$ cat config.mk
export PLATFORM = sky130hd
export DESIGN_NAME = mem_port_arbiter_flat
export DESIGN_NICKNAME = d
export VERILOG_FILES = /design/src/rtl/mem_port_arbiter_pkg.sv /design/src/rtl/mem_port_arbiter_if.sv /design/src/rtl/mem_port_arbiter_starve_ctr.sv /design/src/rtl/mem_port_arbiter.sv /design/src/flat_wrapper.sv
export SDC_FILE = /design/constraint.sdc
export NUM_CORES = 1
export LEC_CHECK = 0
export CORE_ASPECT_RATIO = 1.25
export CORE_MARGIN = 2
export CORE_UTILIZATION = 35
export DETAILED_ROUTE_END_ITERATION = 12
export DONT_BUFFER_PORTS = 1
export PLACE_DENSITY_LB_ADDON = 0.05
export SYNTH_ARGS = -nofsm -noshare
export SYNTH_HDL_FRONTEND = slang
export SYNTH_SLANG_ARGS = --single-unit
$ cat constraint.sdc
create_clock -name clock -period 5.25 [get_ports clock]
set_input_delay 1.05 -clock clock [delete_from_list [all_inputs] [get_ports clock]]
set_output_delay 1.05 -clock clock [all_outputs]
set_load 0.01 [all_outputs]
$ cat src/rtl/mem_port_arbiter_pkg.sv
// Shared definitions for the memory port arbiter: FSM state encodings,
// transaction owner encoding and the "no write" byte-enable constant.
package mem_arb_defs;

  typedef enum logic [1:0] {
    ST_IDLE = 2'd0,
    ST_BUSY = 2'd1,
    ST_DONE = 2'd2
  } state_t;

  typedef enum logic {
    OWN_PIPE = 1'b0,
    OWN_FB   = 1'b1
  } owner_t;

  localparam logic [1:0] WREN_NONE = 2'b00;

  localparam int ADDR_W = 17;
  localparam int DATA_W = 8;

endpackage

$ cat src/rtl/mem_port_arbiter_if.sv
// Bus bundle between the MEM stage, the frame-buffer DMA, the arbiter and
// the memory I/O unit. The slave modport is the arbiter's view; the master
// modport is the view of everything around it (requesters plus memory).
interface mem_port_arbiter_if;

  logic        pipe_req;
  logic [1:0]  pipe_wren;
  logic [16:0] pipe_addr;
  logic [7:0]  pipe_wdata_top;
  logic [7:0]  pipe_wdata_bot;
  logic        pipe_ack;
  logic        pipe_stall;

  logic        fb_req;
  logic [16:0] fb_addr;
  logic        fb_ack;

  logic [7:0]  rdata_top;
  logic [7:0]  rdata_bot;

  logic [16:0] address;
  logic [1:0]  mem_wren;
  logic [7:0]  mem_write_data_top;
  logic [7:0]  mem_write_data_bot;
  logic [7:0]  mem_read_data_top;
  logic [7:0]  mem_read_data_bot;

  modport slave (
    input  pipe_req, pipe_wren, pipe_addr, pipe_wdata_top, pipe_wdata_bot,
    input  fb_req, fb_addr,
    input  mem_read_data_top, mem_read_data_bot,
    output pipe_ack, pipe_stall, fb_ack, rdata_top, rdata_bot,
    output address, mem_wren, mem_write_data_top, mem_write_data_bot
  );

  modport master (
    output pipe_req, pipe_wren, pipe_addr, pipe_wdata_top, pipe_wdata_bot,
    output fb_req, fb_addr,
    output mem_read_data_top, mem_read_data_bot,
    input  pipe_ack, pipe_stall, fb_ack, rdata_top, rdata_bot,
    input  address, mem_wren, mem_write_data_top, mem_write_data_bot
  );

endinterface

$ cat src/rtl/mem_port_arbiter_starve_ctr.sv
// Saturating starvation counter for the frame-buffer requester. Counts pipe
// grants made while the DMA is waiting; at_limit forces the next grant to fb.
// Only instantiated when MEM_ARB_FAIRNESS_EN is defined.
module mem_arb_starve_ctr #(
  parameter int MAX = 4
) (
  input  logic clock,
  input  logic nreset,
  input  logic clr,
  input  logic inc,
  output logic at_limit
);

  localparam int W = $clog2(MAX + 1);
  localparam logic [W-1:0] LIMIT = W'(MAX);

  logic [W-1:0] count;

  // Clear has priority over increment; the count saturates at LIMIT.
  always_ff @(posedge clock or negedge nreset) begin
    if (!nreset) begin
      count <= '0;
    end else if (clr) begin
      count <= '0;
    end else if (inc && (count != LIMIT)) begin
      count <= count + W'(1);
    end else begin
      count <= count;
    end
  end

  assign at_limit = (count == LIMIT);

endmodule

$ cat src/rtl/mem_port_arbiter.sv
// Arbiter for the single memory I/O port shared by the MEM pipeline stage
// and the frame-buffer scan-out DMA. Fixed pipe priority by default; define
// MEM_ARB_FAIRNESS_EN to bound how long the DMA can be starved.
// Each access: one arbitration cycle, MEM_LAT held cycles, one ack cycle.
module mem_port_arbiter
  import mem_arb_defs::*;
#(
  parameter int MEM_LAT     = 2,
  parameter int FB_MAX_WAIT = 4
) (
  input  logic              clock,
  input  logic              nreset,
  mem_port_arbiter_if.slave bus
);

  localparam int CNT_W = $clog2(MEM_LAT + 1);
  localparam logic [CNT_W-1:0] CNT_LAST = CNT_W'(MEM_LAT - 1);

  state_t           state;
  owner_t           owner;
  logic [CNT_W-1:0] cnt;
  logic [16:0]      address;
  logic [1:0]       mem_wren;
  logic [7:0]       wdata_top;
  logic [7:0]       wdata_bot;
  logic [7:0]       rdata_top;
  logic [7:0]       rdata_bot;
  logic             pipe_ack;
  logic             fb_ack;

  logic grant_fb;
  logic grant_pipe;

`ifdef MEM_ARB_FAIRNESS_EN
  logic starve_at_limit;
  logic starve_inc;
  logic starve_clr;

  // The DMA wins when the pipe is idle or when it has waited long enough.
  always_comb begin
    grant_fb   = bus.fb_req & (~bus.pipe_req | starve_at_limit);
    grant_pipe = bus.pipe_req & ~grant_fb;
  end

  // Starvation counting only happens at arbitration time.
  always_comb begin
    starve_inc = (state == ST_IDLE) & grant_pipe & bus.fb_req;
    starve_clr = (state == ST_IDLE) & (grant_fb | ~bus.fb_req);
  end

  mem_arb_starve_ctr #(
    .MAX (FB_MAX_WAIT)
  ) u_starve_ctr (
    .clock    (clock),
    .nreset   (nreset),
    .clr      (starve_clr),
    .inc      (starve_inc),
    .at_limit (starve_at_limit)
  );
`else
  // Strict pipe priority: the DMA only gets the port when the pipe is quiet.
  always_comb begin
    grant_fb   = bus.fb_req & ~bus.pipe_req;
    grant_pipe = bus.pipe_req;
  end
`endif

  // Arbitration FSM: grants in IDLE, holds the access for MEM_LAT cycles in
  // BUSY, then issues a single ack in DONE before re-arbitrating.
  always_ff @(posedge clock or negedge nreset) begin
    if (!nreset) begin
      state     <= ST_IDLE;
      owner     <= OWN_PIPE;
      cnt       <= '0;
      address   <= 17'd0;
      mem_wren  <= WREN_NONE;
      wdata_top <= 8'd0;
      wdata_bot <= 8'd0;
      rdata_top <= 8'd0;
      rdata_bot <= 8'd0;
      pipe_ack  <= 1'b0;
      fb_ack    <= 1'b0;
    end else begin
      case (state)
        ST_IDLE: begin
          pipe_ack <= 1'b0;
          fb_ack   <= 1'b0;
          cnt      <= '0;
          if (grant_pipe) begin
            state     <= ST_BUSY;
            owner     <= OWN_PIPE;
            address   <= bus.pipe_addr;
            mem_wren  <= bus.pipe_wren;
            wdata_top <= bus.pipe_wdata_top;
            wdata_bot <= bus.pipe_wdata_bot;
          end else if (grant_fb) begin
            state     <= ST_BUSY;
            owner     <= OWN_FB;
            address   <= bus.fb_addr;
            mem_wren  <= WREN_NONE;
            wdata_top <= 8'd0;
            wdata_bot <= 8'd0;
          end else begin
            state     <= ST_IDLE;
            address   <= 17'd0;
            mem_wren  <= WREN_NONE;
            wdata_top <= 8'd0;
            wdata_bot <= 8'd0;
          end
        end
        ST_BUSY: begin
          // A write is a single pulse in the first held cycle.
          mem_wren <= WREN_NONE;
          cnt      <= cnt + CNT_W'(1);
          if (cnt == CNT_LAST) begin
            state     <= ST_DONE;
            rdata_top <= bus.mem_read_data_top;
            rdata_bot <= bus.mem_read_data_bot;
            address   <= 17'd0;
            wdata_top <= 8'd0;
            wdata_bot <= 8'd0;
            pipe_ack  <= (owner == OWN_PIPE);
            fb_ack    <= (owner == OWN_FB);
          end else begin
            state <= ST_BUSY;
          end
        end
        ST_DONE: begin
          state    <= ST_IDLE;
          cnt      <= '0;
          pipe_ack <= 1'b0;
          fb_ack   <= 1'b0;
        end
        default: begin
          state    <= ST_IDLE;
          cnt      <= '0;
          address  <= 17'd0;
          mem_wren <= WREN_NONE;
          pipe_ack <= 1'b0;
          fb_ack   <= 1'b0;
        end
      endcase
    end
  end

  assign bus.address            = address;
  assign bus.mem_wren           = mem_wren;
  assign bus.mem_write_data_top = wdata_top;
  assign bus.mem_write_data_bot = wdata_bot;
  assign bus.rdata_top          = rdata_top;
  assign bus.rdata_bot          = rdata_bot;
  assign bus.pipe_ack           = pipe_ack;
  assign bus.fb_ack             = fb_ack;
  // Stall stays combinational so the pipeline releases in the ack cycle.
  assign bus.pipe_stall         = bus.pipe_req & ~pipe_ack;

endmodule

$ cat src/flat_wrapper.sv
// flat-port wrapper written by rule: the top's interface ports become plain ports
module mem_port_arbiter_flat import mem_arb_defs::*;
#(
  parameter int MEM_LAT     = 2,
  parameter int FB_MAX_WAIT = 4
)
  (clock, nreset, bus_pipe_req, bus_pipe_wren, bus_pipe_addr, bus_pipe_wdata_top, bus_pipe_wdata_bot, bus_fb_req, bus_fb_addr, bus_mem_read_data_top, bus_mem_read_data_bot, bus_pipe_ack, bus_pipe_stall, bus_fb_ack, bus_rdata_top, bus_rdata_bot, bus_address, bus_mem_wren, bus_mem_write_data_top, bus_mem_write_data_bot);
  mem_port_arbiter_if bus_i ();
  input  logic clock;
  input  logic nreset;
  input wire logic [$bits(bus_i.pipe_req)-1:0] bus_pipe_req;
  input wire logic [$bits(bus_i.pipe_wren)-1:0] bus_pipe_wren;
  input wire logic [$bits(bus_i.pipe_addr)-1:0] bus_pipe_addr;
  input wire logic [$bits(bus_i.pipe_wdata_top)-1:0] bus_pipe_wdata_top;
  input wire logic [$bits(bus_i.pipe_wdata_bot)-1:0] bus_pipe_wdata_bot;
  input wire logic [$bits(bus_i.fb_req)-1:0] bus_fb_req;
  input wire logic [$bits(bus_i.fb_addr)-1:0] bus_fb_addr;
  input wire logic [$bits(bus_i.mem_read_data_top)-1:0] bus_mem_read_data_top;
  input wire logic [$bits(bus_i.mem_read_data_bot)-1:0] bus_mem_read_data_bot;
  output wire logic [$bits(bus_i.pipe_ack)-1:0] bus_pipe_ack;
  output wire logic [$bits(bus_i.pipe_stall)-1:0] bus_pipe_stall;
  output wire logic [$bits(bus_i.fb_ack)-1:0] bus_fb_ack;
  output wire logic [$bits(bus_i.rdata_top)-1:0] bus_rdata_top;
  output wire logic [$bits(bus_i.rdata_bot)-1:0] bus_rdata_bot;
  output wire logic [$bits(bus_i.address)-1:0] bus_address;
  output wire logic [$bits(bus_i.mem_wren)-1:0] bus_mem_wren;
  output wire logic [$bits(bus_i.mem_write_data_top)-1:0] bus_mem_write_data_top;
  output wire logic [$bits(bus_i.mem_write_data_bot)-1:0] bus_mem_write_data_bot;
  assign bus_i.pipe_req = bus_pipe_req;
  assign bus_i.pipe_wren = bus_pipe_wren;
  assign bus_i.pipe_addr = bus_pipe_addr;
  assign bus_i.pipe_wdata_top = bus_pipe_wdata_top;
  assign bus_i.pipe_wdata_bot = bus_pipe_wdata_bot;
  assign bus_i.fb_req = bus_fb_req;
  assign bus_i.fb_addr = bus_fb_addr;
  assign bus_i.mem_read_data_top = bus_mem_read_data_top;
  assign bus_i.mem_read_data_bot = bus_mem_read_data_bot;
  assign bus_pipe_ack = bus_i.pipe_ack;
  assign bus_pipe_stall = bus_i.pipe_stall;
  assign bus_fb_ack = bus_i.fb_ack;
  assign bus_rdata_top = bus_i.rdata_top;
  assign bus_rdata_bot = bus_i.rdata_bot;
  assign bus_address = bus_i.address;
  assign bus_mem_wren = bus_i.mem_wren;
  assign bus_mem_write_data_top = bus_i.mem_write_data_top;
  assign bus_mem_write_data_bot = bus_i.mem_write_data_bot;
  mem_port_arbiter #(.MEM_LAT(MEM_LAT), .FB_MAX_WAIT(FB_MAX_WAIT)) u_core (.clock(clock), .nreset(nreset), .bus(bus_i));
endmodule
==> impl_metrics.py <==
metrics = {
    "timing": {
        "clock.fmax_mhz": 432.6,
        "drv_slew": 0,
        "worst_pin_slew_ps": 1211,
        "hold-worst-slack_ps": 413.9,
        "period_minus_slack_ps": 2311,
        "tns_ps": 0,
        "setup_viol": 0,
        "post-route-period-util_pct": 44.03,
        "finalHoldViolCount": 0,
        "clock_skew_ps": 5.012,
        "rsz0062_at_grt": "false",
        "fin_ws_ps": 2939,
        "slew_headroom_pct": 18.73,
    },
    "global_route": {
        "grt_usage_pct": 13.13,
        "grt_max_degree": 59,
        "grt_pass1_vias": 1454,
        "grt.overflow.total": 0,
        "antenna_found_initial": 0,
        "grt_pass1_wl_um": 7120,
    },
    "worst_setup_path": {
        "start_kind": "input port",
        "arrival_ps": 1260,
        "rrSetupSlack_ps": 3180,
        "reg2reg_depth": 3,
        "cp_slowest_cell": "nor2b_1",
        "crit_buf_inv": 0,
        "worstPathMaxFanout": 5,
        "rr_startpoint": "u_core.state[1]",
        "required_ps": 4200,
        "cp_slowest_stage_delay_ps": 210,
        "worstReg2RegEnd": "u_core.bus.rdata_bot[5]",
        "cpLargestDelayFamily": "simple AND/OR/NAND/NOR gates",
        "cp_num_cells": 1,
        "worstPathCellList": "nor2b_1",
        "worstSetupPathType": "input port to output port",
        "endpoint_kind": "output port",
        "crit_end": "bus_pipe_stall",
        "cp-startpoint": "bus_pipe_req",
    },
    "yosys": {
        "synthesis.area_um2": 2356,
        "synth.distinct_cells": 26,
        "yosysWarnings": 0,
        "synth_area_leaders": "dfrtp_1 62%, a22o_1 12%, a21o_1 5.7%, mux2_4 5.7%, mux2_2 3.3%",
        "synth_fp_nets": 236,
        "syn_avg_cell_area_um2": 14.45,
        "yosysSeqAreaShare_pct": 61.60,
        "synth_cells": 163,
        "synth_top_area_share_pct": 61.60,
        "ys_ff_latch": 58,
        "synth_top_cell_by_area": "dfrtp_1",
    },
    "die": {
        "die_w_um": 77.39,
        "die-area_um2": 7408,
        "ios": 126,
        "core-area_um2": 6524,
        "initial_core_util_pct": 36.11,
        "die_h_um": 95.73,
        "rows": 33,
    },
    "power_and_ir_drop": {
        "clock_power_share_pct": 25.0,
        "internal-power_uw": 1183,
        "p_leak_uw": 0.001322,
        "p_switching_uw": 639.2,
        "ir_worst_vdd_uv": 255.6,
        "p_per_area_nw_per_um2": 694.5,
        "combPwrFrac_pct": 26.0,
        "sw_frac_of_total_pct": 35.08,
        "power_frac_seq_pct": 49.0,
    },
    "final_layout": {
        "multi_input_area_um2": 817.0,
        "nFillCells": 610,
        "syn2layout_area_growth_pct": 11.36,
        "finalNetCount": 237,
        "drive_above_1_share_pct": 21.89,
        "fin_area_um2": 2624,
        "fin_cells": 256,
        "num_antenna_cells": 0,
        "seq_area_um2": 1451,
    },
    "route": {
        "wire_per_inst_um": 18.57,
        "viasPerCell": 5.348,
        "routed_wl_um": 4754,
        "first_iter_violations": 41,
        "ant_nets": 0,
        "drcViolationCount": 0,
        "vias": 1369,
        "drt-pass1-iter-count": 4,
    },
    "clocking": {
        "clkSinkCount": 58,
        "cts.htree.levels": 3,
        "clk_pin_slew_ps": 60,
        "cts_setup_buffers": 0,
        "cts_hold_buffers": 0,
        "cts_buffers": 9,
        "clk_latency_ps": 330,
        "cts_tree": "yes",
        "cts_resized": 0,
        "cts_root_buf": "clkbuf_8",
        "cts_buffer_depth": 2,
    },
    "place": {
        "dpl_cell_area_um2": 2396,
        "io_buffers": 0,
        "place_congestion": 0.6803,
        "hpwl_um": 3316,
        "dpl_worst_slack_ps": 2931,
        "dp.cells": 240,
    },
    "run_status": {
        "status": "finished clean",
    },
    "hold_path": {
        "worstHoldPathType": "input port to asynchronous set/reset pin",
    },
    "job": {
        "drv_cap": 0,
    },
}
[layer usage]
layer,track usage [%],up-vias,wire [µm]
li1,-,599,-
met1,13.92,663,1850
met2,21.45,96,2383
met3,5.816,11,426
met4,8.482,0,94
met5,0,-,0
[cell type report]
type	count	area share [%]
clock buffer	10	5.246
inverter	3	0.4292
tap	87	4.149
sequential	58	55.32
timing repair buffer	1	0.2861
multi-input combinational	91	31.14
clock inverter	6	3.433
[cells in the mapped netlist (all sizes together)]
cell / n
a211oi: 2
a21o: 18
a21oi: 1
a22o: 33
a22oi: 2
buf: 9
clkbuf: 2
dfrtp: 58
ha: 1
inv: 3
mux2: 16
mux2i: 1
nand2b: 2
nor2: 8
nor2b: 2
nor3: 1
nor3b: 1
nor4b: 1
o21ai: 1
or2: 1
[metrics by stage]
stage                     util, %  total power [µW]
after detailed placement    36.73              1388
after floorplan                 -              1299
after global placement      36.73              1365
final                       40.22              1822
after global routing        40.22              1943
after CTS                   40.22              1856
[layout by cell type, fill, tap and decap left out, types with 4 or more instances in the layout]
cell,Yosys,routed
dfrtp_1,58,58
a22o_1,33,33
a21o_1,18,18
clkbuf_8,0,10
mux2_4,9,9
nor2_1,8,8
mux2_2,7,7
clkinvlp_4,0,4
[cells by family after synthesis]
group	Yosys count	synth area share, %
buffers and inverters	14	3.983
AOI/OAI and AO/OA	57	19.70
DFF	58	61.60
adders and majority gates	1	0.5310
and+or+nand+nor	16	4.673
muxes	17	9.506
[flip-flops by register name, indices dropped and copies added, names as in the netlist]
register,cells
u_core.bus.address,17
u_core.bus.mem_write_data_bot,8
u_core.bus.mem_write_data_top,8
u_core.bus.rdata_bot,8
u_core.bus.rdata_top,8
u_core.bus.mem_wren,2
u_core.cnt,2
u_core.state,2
u_core.bus.fb_ack,1
u_core.bus.pipe_ack,1
u_core.owner,1
[how the worst min path moves through the flow]
stage,startpoint,endpoint,slack [ps]
floorplan,u_core.cnt[0],u_core.cnt[0],410
global placement,u_core.cnt[0],u_core.cnt[0],420
detailed placement,u_core.cnt[0],u_core.cnt[0],440
CTS,nreset,u_core.owner,390
global route,nreset,u_core.bus.rdata_bot[7],370
finish,nreset,u_core.bus.address[1],410
[power groups by stage]
stage | combinational [µW] | clock, µW | sequential, µW
2_1_floorplan | 468 | 0 | 831
3_3_place_gp | 462 | 0 | 903
3_5_place_dp | 488 | 0 | 901
4_1_cts | 484 | 473 | 900
5_1_grt | 527 | 496 | 920
6_report | 473 | 456 | 894
Power figures use the tool's default switching activity.
